File: src/rtl/ddr3_access_sched.sv
// ddr3_access_sched
// Round-robin arbiter for the single DDR3 user-side port. It picks one pending
// burst request, presents the command to the DDR3 core, counts data beats to
// completion and generates the ack / op-done handshake for the access buffer.
// All logic runs on i_ddr3_sclk; reset is synchronous and active-low.
//
// state | meaning
// ------+---------------------------------------------------------------
// IDLE  | no operation owned; select the next requester round-robin
// CMD   | command presented (cmd_vld high), waiting for i_ddr3_cmd_rdy
// DATA  | command accepted, counting beats in the owner's direction
// DONE  | op_done / req_done pulse; grant released on the next edge

module ddr3_access_sched #(
   parameter int NUM_REQ = 4,
   parameter int ADDR_W  = 28,
   parameter int LEN_W   = 8
) (
   input  logic                      i_ddr3_sclk,
   input  logic                      i_rst_n,
   input  logic [NUM_REQ-1:0]        i_req,
   input  logic [NUM_REQ-1:0]        i_req_wr_rdn,
   input  logic [NUM_REQ*ADDR_W-1:0] i_req_addr,
   input  logic [NUM_REQ*LEN_W-1:0]  i_req_len,
   output logic [NUM_REQ-1:0]        o_grant,
   output logic [NUM_REQ-1:0]        o_req_done,
   output logic                      o_ddr3_cmd_vld,
   output logic                      o_ddr3_wr_rdn,
   output logic [ADDR_W-1:0]         o_ddr3_addr,
   output logic [LEN_W-1:0]          o_ddr3_len,
   input  logic                      i_ddr3_cmd_rdy,
   input  logic                      i_ddr3_wr_data_rdy,
   input  logic                      i_ddr3_rd_data_vld,
   output logic                      o_ddr3_ack,
   output logic                      o_ddr3_op_done,
   output logic                      o_busy
);

   localparam int PTR_W = (NUM_REQ > 1) ? $clog2(NUM_REQ) : 1;

   typedef enum logic [1:0] {
      IDLE = 2'd0,
      CMD  = 2'd1,
      DATA = 2'd2,
      DONE = 2'd3
   } state_t;

   state_t               state_q, state_d;
   logic [NUM_REQ-1:0]   grant_q, grant_d;
   logic [NUM_REQ-1:0]   req_done_q, req_done_d;
   logic                 cmd_vld_q, cmd_vld_d;
   logic                 wr_rdn_q, wr_rdn_d;
   logic [ADDR_W-1:0]    addr_q, addr_d;
   logic [LEN_W-1:0]     len_q, len_d;
   logic                 ack_q, ack_d;
   logic                 op_done_q, op_done_d;
   logic                 busy_q, busy_d;
   logic [LEN_W-1:0]     cnt_q, cnt_d;
   logic [PTR_W-1:0]     rr_ptr_q, rr_ptr_d;
   logic [PTR_W-1:0]     owner_q, owner_d;

   logic [2*NUM_REQ-1:0] req_dbl;
   logic [NUM_REQ-1:0]   req_rot;
   logic [PTR_W-1:0]     pick_off;
   logic [PTR_W:0]       pick_sum;
   logic [PTR_W-1:0]     pick_idx;
   logic                 pick_vld;
   logic                 sel_wr_rdn;
   logic [ADDR_W-1:0]    sel_addr;
   logic [LEN_W-1:0]     sel_len;
   logic                 beat;

   // Round-robin pick: rotate requests so bit 0 is rr_ptr, take the lowest set bit.
   always_comb begin
      req_dbl  = {i_req, i_req} >> rr_ptr_q;
      req_rot  = req_dbl[NUM_REQ-1:0];
      pick_vld = 1'b0;
      pick_off = '0;
      for (int i = NUM_REQ - 1; i >= 0; i--) begin
         if (req_rot[i]) begin
            pick_vld = 1'b1;
            pick_off = PTR_W'(i);
         end
      end
      pick_sum = {1'b0, rr_ptr_q} + {1'b0, pick_off};
      if (pick_sum >= (PTR_W + 1)'(NUM_REQ)) begin
         pick_sum = pick_sum - (PTR_W + 1)'(NUM_REQ);
      end
      pick_idx = pick_sum[PTR_W-1:0];
   end

   // Mux the winning requester's command fields out of the packed buses.
   always_comb begin
      sel_wr_rdn = 1'b0;
      sel_addr   = '0;
      sel_len    = '0;
      for (int k = 0; k < NUM_REQ; k++) begin
         if (pick_idx == PTR_W'(k)) begin
            sel_wr_rdn = i_req_wr_rdn[k];
            sel_addr   = i_req_addr[k*ADDR_W +: ADDR_W];
            sel_len    = i_req_len[k*LEN_W +: LEN_W];
         end
      end
   end

   // Only the strobe matching the operation direction counts as a beat.
   always_comb begin
      beat = wr_rdn_q ? i_ddr3_wr_data_rdy : i_ddr3_rd_data_vld;
   end

   // Next-state and next-output decode; every output is registered below.
   always_comb begin
      state_d    = state_q;
      grant_d    = grant_q;
      req_done_d = '0;
      cmd_vld_d  = 1'b0;
      wr_rdn_d   = wr_rdn_q;
      addr_d     = addr_q;
      len_d      = len_q;
      ack_d      = 1'b0;
      op_done_d  = 1'b0;
      cnt_d      = cnt_q;
      rr_ptr_d   = rr_ptr_q;
      owner_d    = owner_q;

      unique case (state_q)
         IDLE: begin
            if (pick_vld) begin
               state_d   = CMD;
               owner_d   = pick_idx;
               grant_d   = {{(NUM_REQ-1){1'b0}}, 1'b1} << pick_idx;
               wr_rdn_d  = sel_wr_rdn;
               addr_d    = sel_addr;
               len_d     = sel_len;
               cmd_vld_d = 1'b1;
            end
         end
         CMD: begin
            if (i_ddr3_cmd_rdy) begin
               state_d = DATA;
               ack_d   = 1'b1;
               cnt_d   = len_q;
            end else begin
               cmd_vld_d = 1'b1;
            end
         end
         DATA: begin
            if (beat) begin
               if (cnt_q == '0) begin
                  state_d    = DONE;
                  op_done_d  = 1'b1;
                  req_done_d = grant_q;
               end else begin
                  cnt_d = cnt_q - 1'b1;
               end
            end
         end
         DONE: begin
            state_d  = IDLE;
            grant_d  = '0;
            rr_ptr_d = (owner_q == PTR_W'(NUM_REQ - 1)) ? '0 : owner_q + 1'b1;
         end
         default: begin
            state_d = IDLE;
            grant_d = '0;
         end
      endcase

      busy_d = (state_d != IDLE);
   end

   // State and output registers; reset abandons any in-flight burst silently.
   always_ff @(posedge i_ddr3_sclk) begin
      if (!i_rst_n) begin
         state_q    <= IDLE;
         grant_q    <= '0;
         req_done_q <= '0;
         cmd_vld_q  <= 1'b0;
         wr_rdn_q   <= 1'b0;
         addr_q     <= '0;
         len_q      <= '0;
         ack_q      <= 1'b0;
         op_done_q  <= 1'b0;
         busy_q     <= 1'b0;
         cnt_q      <= '0;
         rr_ptr_q   <= '0;
         owner_q    <= '0;
      end else begin
         state_q    <= state_d;
         grant_q    <= grant_d;
         req_done_q <= req_done_d;
         cmd_vld_q  <= cmd_vld_d;
         wr_rdn_q   <= wr_rdn_d;
         addr_q     <= addr_d;
         len_q      <= len_d;
         ack_q      <= ack_d;
         op_done_q  <= op_done_d;
         busy_q     <= busy_d;
         cnt_q      <= cnt_d;
         rr_ptr_q   <= rr_ptr_d;
         owner_q    <= owner_d;
      end
   end

   assign o_grant        = grant_q;
   assign o_req_done     = req_done_q;
   assign o_ddr3_cmd_vld = cmd_vld_q;
   assign o_ddr3_wr_rdn  = wr_rdn_q;
   assign o_ddr3_addr    = addr_q;
   assign o_ddr3_len     = len_q;
   assign o_ddr3_ack     = ack_q;
   assign o_ddr3_op_done = op_done_q;
   assign o_busy         = busy_q;

endmodule

File: config.mk
export PLATFORM = sky130hd
export DESIGN_NAME = ddr3_access_sched
export DESIGN_NICKNAME = d
export VERILOG_FILES = /design/src/rtl/ddr3_access_sched.sv
export SDC_FILE = /design/constraint.sdc
export NUM_CORES = 1
export LEC_CHECK = 0
export CORE_AREA = 2 2 138 73
export DETAILED_ROUTE_END_ITERATION = 6
export DIE_AREA = 0 0 140 75
export PLACE_DENSITY = 0.86
export SETUP_SLACK_MARGIN = 0.05
export SLEW_MARGIN = 25
export SYNTH_ARGS = -nofsm -noshare
export SYNTH_HDL_FRONTEND = slang
export SYNTH_SLANG_ARGS = --single-unit
File: constraint.sdc
create_clock -name i_ddr3_sclk -period 8.15 [get_ports i_ddr3_sclk]
set_clock_uncertainty 0.1 [all_clocks]
set_input_delay 0.815 -clock i_ddr3_sclk [delete_from_list [all_inputs] [get_ports i_ddr3_sclk]]
set_output_delay 0.815 -clock i_ddr3_sclk [all_outputs]
set_load 0.1 [all_outputs]
==> metrics.md <==
| Metric | Value |
|---|---|
| Outcome | `finished, violations left` |
| Violations in the final reports | `DRC` |
| Number of antenna diodes | `0` |
| Yosys top cell area share | `32.4%` |
| Least-Margin Pin Slew | `1.03 ns` |
| Number of nets in the layout | `849` |
| Routed wire per std cell | `18.2 um` |
| Worst r2r path cells | `11` |
| Critical path start-end classification | `in -> reg` |
| Gr usage total | `27.6%` |
| Crit Reg-Reg Startpoint | `rr_ptr_q[0]$_SDFFE_PN0P_` |
| Syn Nets | `673` |
| Max rail drop VDD | `0.108 mV` |
| Worst slew slack as a fraction of its limit | `31.3%` |
| Total placed cells including tap cells | `799` |
| Cell area reported after detailed placement | `5950 sq um` |
| Fraction of layout cells with a size suffix above 1 | `6.20%` |
| Total of max-cap violations | `0` |
| Chip Height | `75 um` |
| Die area | `10500 sq um` |
| Cells after synthesis | `513` |
| Critical Path Max Stage Delay | `0.67 ns` |
| DIE WIDTH | `140 um` |
| Peak clock frequency supported by timing | `0.230 GHz` |
| Final non-filler cell total | `815` |
| Unrepaired setup endpoints after global routing | `false` |
| R2R Path End | `o_ddr3_addr[2]$_SDFFE_PN0P_` |
| Via count of the first global-routing pass | `4583` |
| Top cell type by total area after synthesis | `sky130_fd_sc_hd__dfxtp_1` |
| Final weighted congestion in routability-driven placement | `0.972` |
| Primary FF master, synth | `sky130_fd_sc_hd__dfxtp_1` |
| Final Instance Area | `6250 sq um` |
| I/O Pins | `206` |
| Clock Tree Buf Depth | `2` |
| Pin count of the biggest net entering global routing | `56` |
| Filler Cells Inserted | `722` |
| Total half-perimeter wirelength after legalization and detailed placement | `10.7 mm` |
| Per-instance average area after synthesis | `7.60 sq um` |
| Leakage dissipation | `2.34 nW` |
| Source-to-sink clock delay at the later pin of the worst-skew pair | `0.32 ns` |
| Core footprint | `9230 sq um` |
| Number of DRC violations after detailed routing | `8` |
| Via-to-Cell Ratio | `5.67` |
| Post-synth EDFFs | `0` |
| Proportion of synthesized flip-flops having asynchronous set or reset | `0%` |
| Initial antenna violation count | `0` |
| CTS Hold Bufs | `0` |
| Source of the worst hold timing path | `o_ddr3_addr[10]$_SDFFE_PN0P_` |
| Flop and latch count out of synthesis | `63` |
| Power density over cell area | `233 nW/um^2` |
| Total power | `1.46 mW` |
| Critical Path Slowest Stage Cell | `sky130_fd_sc_hd__nand3_2` |
| Clock tree from TritonCTS | `done` |
| CTS buffer count | `9` |
| Most common cell after layout, fill and taps aside | `sky130_fd_sc_hd__clkdlybuf4s50_1` |
| Worst setup path startpoint | `i_req[1]` |
| Path class of the lowest-slack min-delay path | `reg -> reg` |
| Finish-stage setup viols | `0` |
| Number of pins with negative max-slew slack in the final report | `0` |
| Post-Synth Adder-Cell Area | `0.963%` |
| Global-route wire length before repair | `22.8 mm` |
| Worst Setup EP | `o_ddr3_addr[2]$_SDFFE_PN0P_` |
| Total count of hold-check failures in the final report | `0` |
| Worst-path cell chain | `clkdlybuf4s50_1 -> nor2_1 -> or4_1 -> nand3_1 -> ha_1 -> xor2_1 -> nand3_2 -> nand2_2 -> mux2_1 -> o41ai_2` |
| Required time of the critical path | `8.27 ns` |
| DR iter-0 viols | `442` |
| Startpoint kind of the worst setup timing path | `primary input` |
| Area growth syn-to-layout | `60.4%` |
| Total of warnings raised by yosys | `0` |
| Clock period minus worst slack | `4.34 ns` |
| Synth top area cells | `sky130_fd_sc_hd__dfxtp_1, sky130_fd_sc_hd__nand2_1, sky130_fd_sc_hd__o2bb2ai_1` |
| Antenna Violating Nets Remaining | `0` |
| Clock Sinks | `63` |
| Final wirelength | `14.9 mm` |
| Final worst-path cycle share | `53.3%` |
| Global-route congestion overflow total | `0` |
| Register-to-register setup slack | `4.37 ns` |
| Mapped cell area | `3900 sq um` |
| CTS resizes | `0` |
| Number of iterations in the first detailed-routing pass | `7` |
| Clock Tree Root | `sky130_fd_sc_hd__clkbuf_16` |
| Initial cell density of the core | `42.2%` |
| Most used cells in the layout excluding fill and tap cells | `sky130_fd_sc_hd__clkdlybuf4s50_1, sky130_fd_sc_hd__nand2_1, sky130_fd_sc_hd__dfxtp_1, sky130_fd_sc_hd__nor2_1, sky130_fd_sc_hd__o21ai_0` |
| Clock slew at reported path FFs | `0.06 ns` |
| Post-synth cell types | `51` |
| Number of vias in the routed layout | `4620` |
| Total negative slack | `0 ns` |
| CP arrival | `4.47 ns` |
| Placement Rows | `25` |
| Endpoint kind of the worst setup timing path | `register` |
| Final standard cell utilization of the core | `67.7%` |
| Simple logic cell fraction of the synthesized area | `24.0%` |
| Clock H-tree levels | `3` |
| Compound-gate portion of the synthesized area | `34.2%` |
| Number of buffers inserted to repair setup after CTS | `0` |
| Sequential cell area fraction in the yosys report | `32.4%` |
| Share of the synthesized netlist area taken by xor and xnor gates | `0.674%` |
| Multiplexer fraction of the synthesized cell area | `1.99%` |
| Number of buffer cells added on primary ports | `205` |
| Main combinational cell family by area after synthesis | `compound AO/OA/AOI/OAI gates` |
| Crit path max fanout | `33` |
critical path, delay by kind of cell:
family | cells | cell delay (ns)
compound gates | 1 | 0.33
simple gates | 5 | 1.87
xor+xnor | 1 | 0.26
buf+inv | 1 | 0.62
mux | 1 | 0.38
fa+ha+maj | 1 | 0.19
cell type report:
cell class              count  area (sq um)  share of cell area, %
clock buffers               9           225                   3.60
clock inverters             7          78.8                   1.26
inverters                   8          30.0                  0.480
multi-input cells         398          2430                   38.8
flip-flops and latches     63          1260                   20.2
well taps                 121           151                   2.42
repair buffers            209          2080                   33.2
registers in the layout (all words and copies together), names as in the netlist:
register        cells
o_busy              1
o_ddr3_op_done      1
state_q             2
o_req_done          4
rr_ptr_q            2
cnt_q               8
o_grant             4
o_ddr3_wr_rdn       1
o_ddr3_addr        28
o_ddr3_len          8
o_ddr3_cmd_vld      1
o_ddr3_ack          1
owner_q             2
metal layers:
| metal | vias to the layer above | track usage [%] | part of all wire [%] |
|---|---|---|---|
| li1 | 2195 | - | - |
| met1 | 2144 | 35.5 | 43 |
| met2 | 268 | 46.0 | 46 |
| met3 | 13 | 8.27 | 10 |
| met4 | 0 | 7.86 | 0.95 |
| met5 | - | 0 | 0 |
how the worst min path moves through the flow:
stage	slack (ns)	depth (start not counted)	end
2_1_floorplan	0.36	2	cnt_q[7]$_SDFFE_PN0P_
3_3_place_gp	0.35	2	o_ddr3_addr[8]$_SDFFE_PN0P_
3_5_place_dp	0.35	2	o_ddr3_addr[9]$_SDFFE_PN0P_
4_1_cts	0.37	2	o_ddr3_addr[10]$_SDFFE_PN0P_
5_1_grt	0.40	2	o_ddr3_addr[10]$_SDFFE_PN0P_
6_report	0.37	2	o_ddr3_addr[10]$_SDFFE_PN0P_
per-stage QoR:
stage	setup WS, ns	hold slack, ns
after floorplan	5.07	0.360
after global placement	3.37	0.346
after detailed placement	3.50	0.354
after CTS	3.87	0.370
after global routing	3.55	0.395
final	3.81	0.370
logic make-up (layout without fill, tap and decap cells):
logic type / Yosys count / after routing
flops: 63 / 63
fa+ha+maj: 3 / 3
buf+inv: 52 / 233
mux: 7 / 7
simple gates: 203 / 203
xor+xnor: 3 / 3
compound gates: 182 / 182
where the power goes:
part | switching [mW] | internal [mW]
logic | 0.468 | 0.213
clock network | 0.150 | 0.239
registers | 0.0348 | 0.354
Yosys cell counts (2+ instances only):
master                      instances
sky130_fd_sc_hd__a22oi_1           30
sky130_fd_sc_hd__nand3_1           11
sky130_fd_sc_hd__nor2_1            53
sky130_fd_sc_hd__o2bb2ai_1         28
sky130_fd_sc_hd__or3_1              3
sky130_fd_sc_hd__buf_2             13
sky130_fd_sc_hd__dfxtp_1           63
sky130_fd_sc_hd__o21ai_0           45
sky130_fd_sc_hd__mux2_1             5
sky130_fd_sc_hd__nand2_2            2
sky130_fd_sc_hd__buf_1              2
sky130_fd_sc_hd__nand2_1           81
sky130_fd_sc_hd__a31oi_1            3
sky130_fd_sc_hd__buf_4              2
sky130_fd_sc_hd__a21boi_0           2
sky130_fd_sc_hd__nand2b_1           5
sky130_fd_sc_hd__o31ai_1            2
sky130_fd_sc_hd__ha_1               3
sky130_fd_sc_hd__o41ai_2            5
sky130_fd_sc_hd__or4_1              2
sky130_fd_sc_hd__nor3_1            16
sky130_fd_sc_hd__nor2b_1            6
sky130_fd_sc_hd__a2111oi_2          3
sky130_fd_sc_hd__inv_1              8
sky130_fd_sc_hd__a21oi_1           13
sky130_fd_sc_hd__clkbuf_1          25
sky130_fd_sc_hd__nand3_2            2
sky130_fd_sc_hd__o21ai_2            2
sky130_fd_sc_hd__xnor2_1            2
sky130_fd_sc_hd__a211oi_1           7
sky130_fd_sc_hd__and2_1            12
sky130_fd_sc_hd__a21o_1            30
sky130_fd_sc_hd__o211ai_1           4
sky130_fd_sc_hd__o21a_1             5
sky130_fd_sc_hd__and3_1             2
Note: power is estimated with default switching activity, not from simulation.
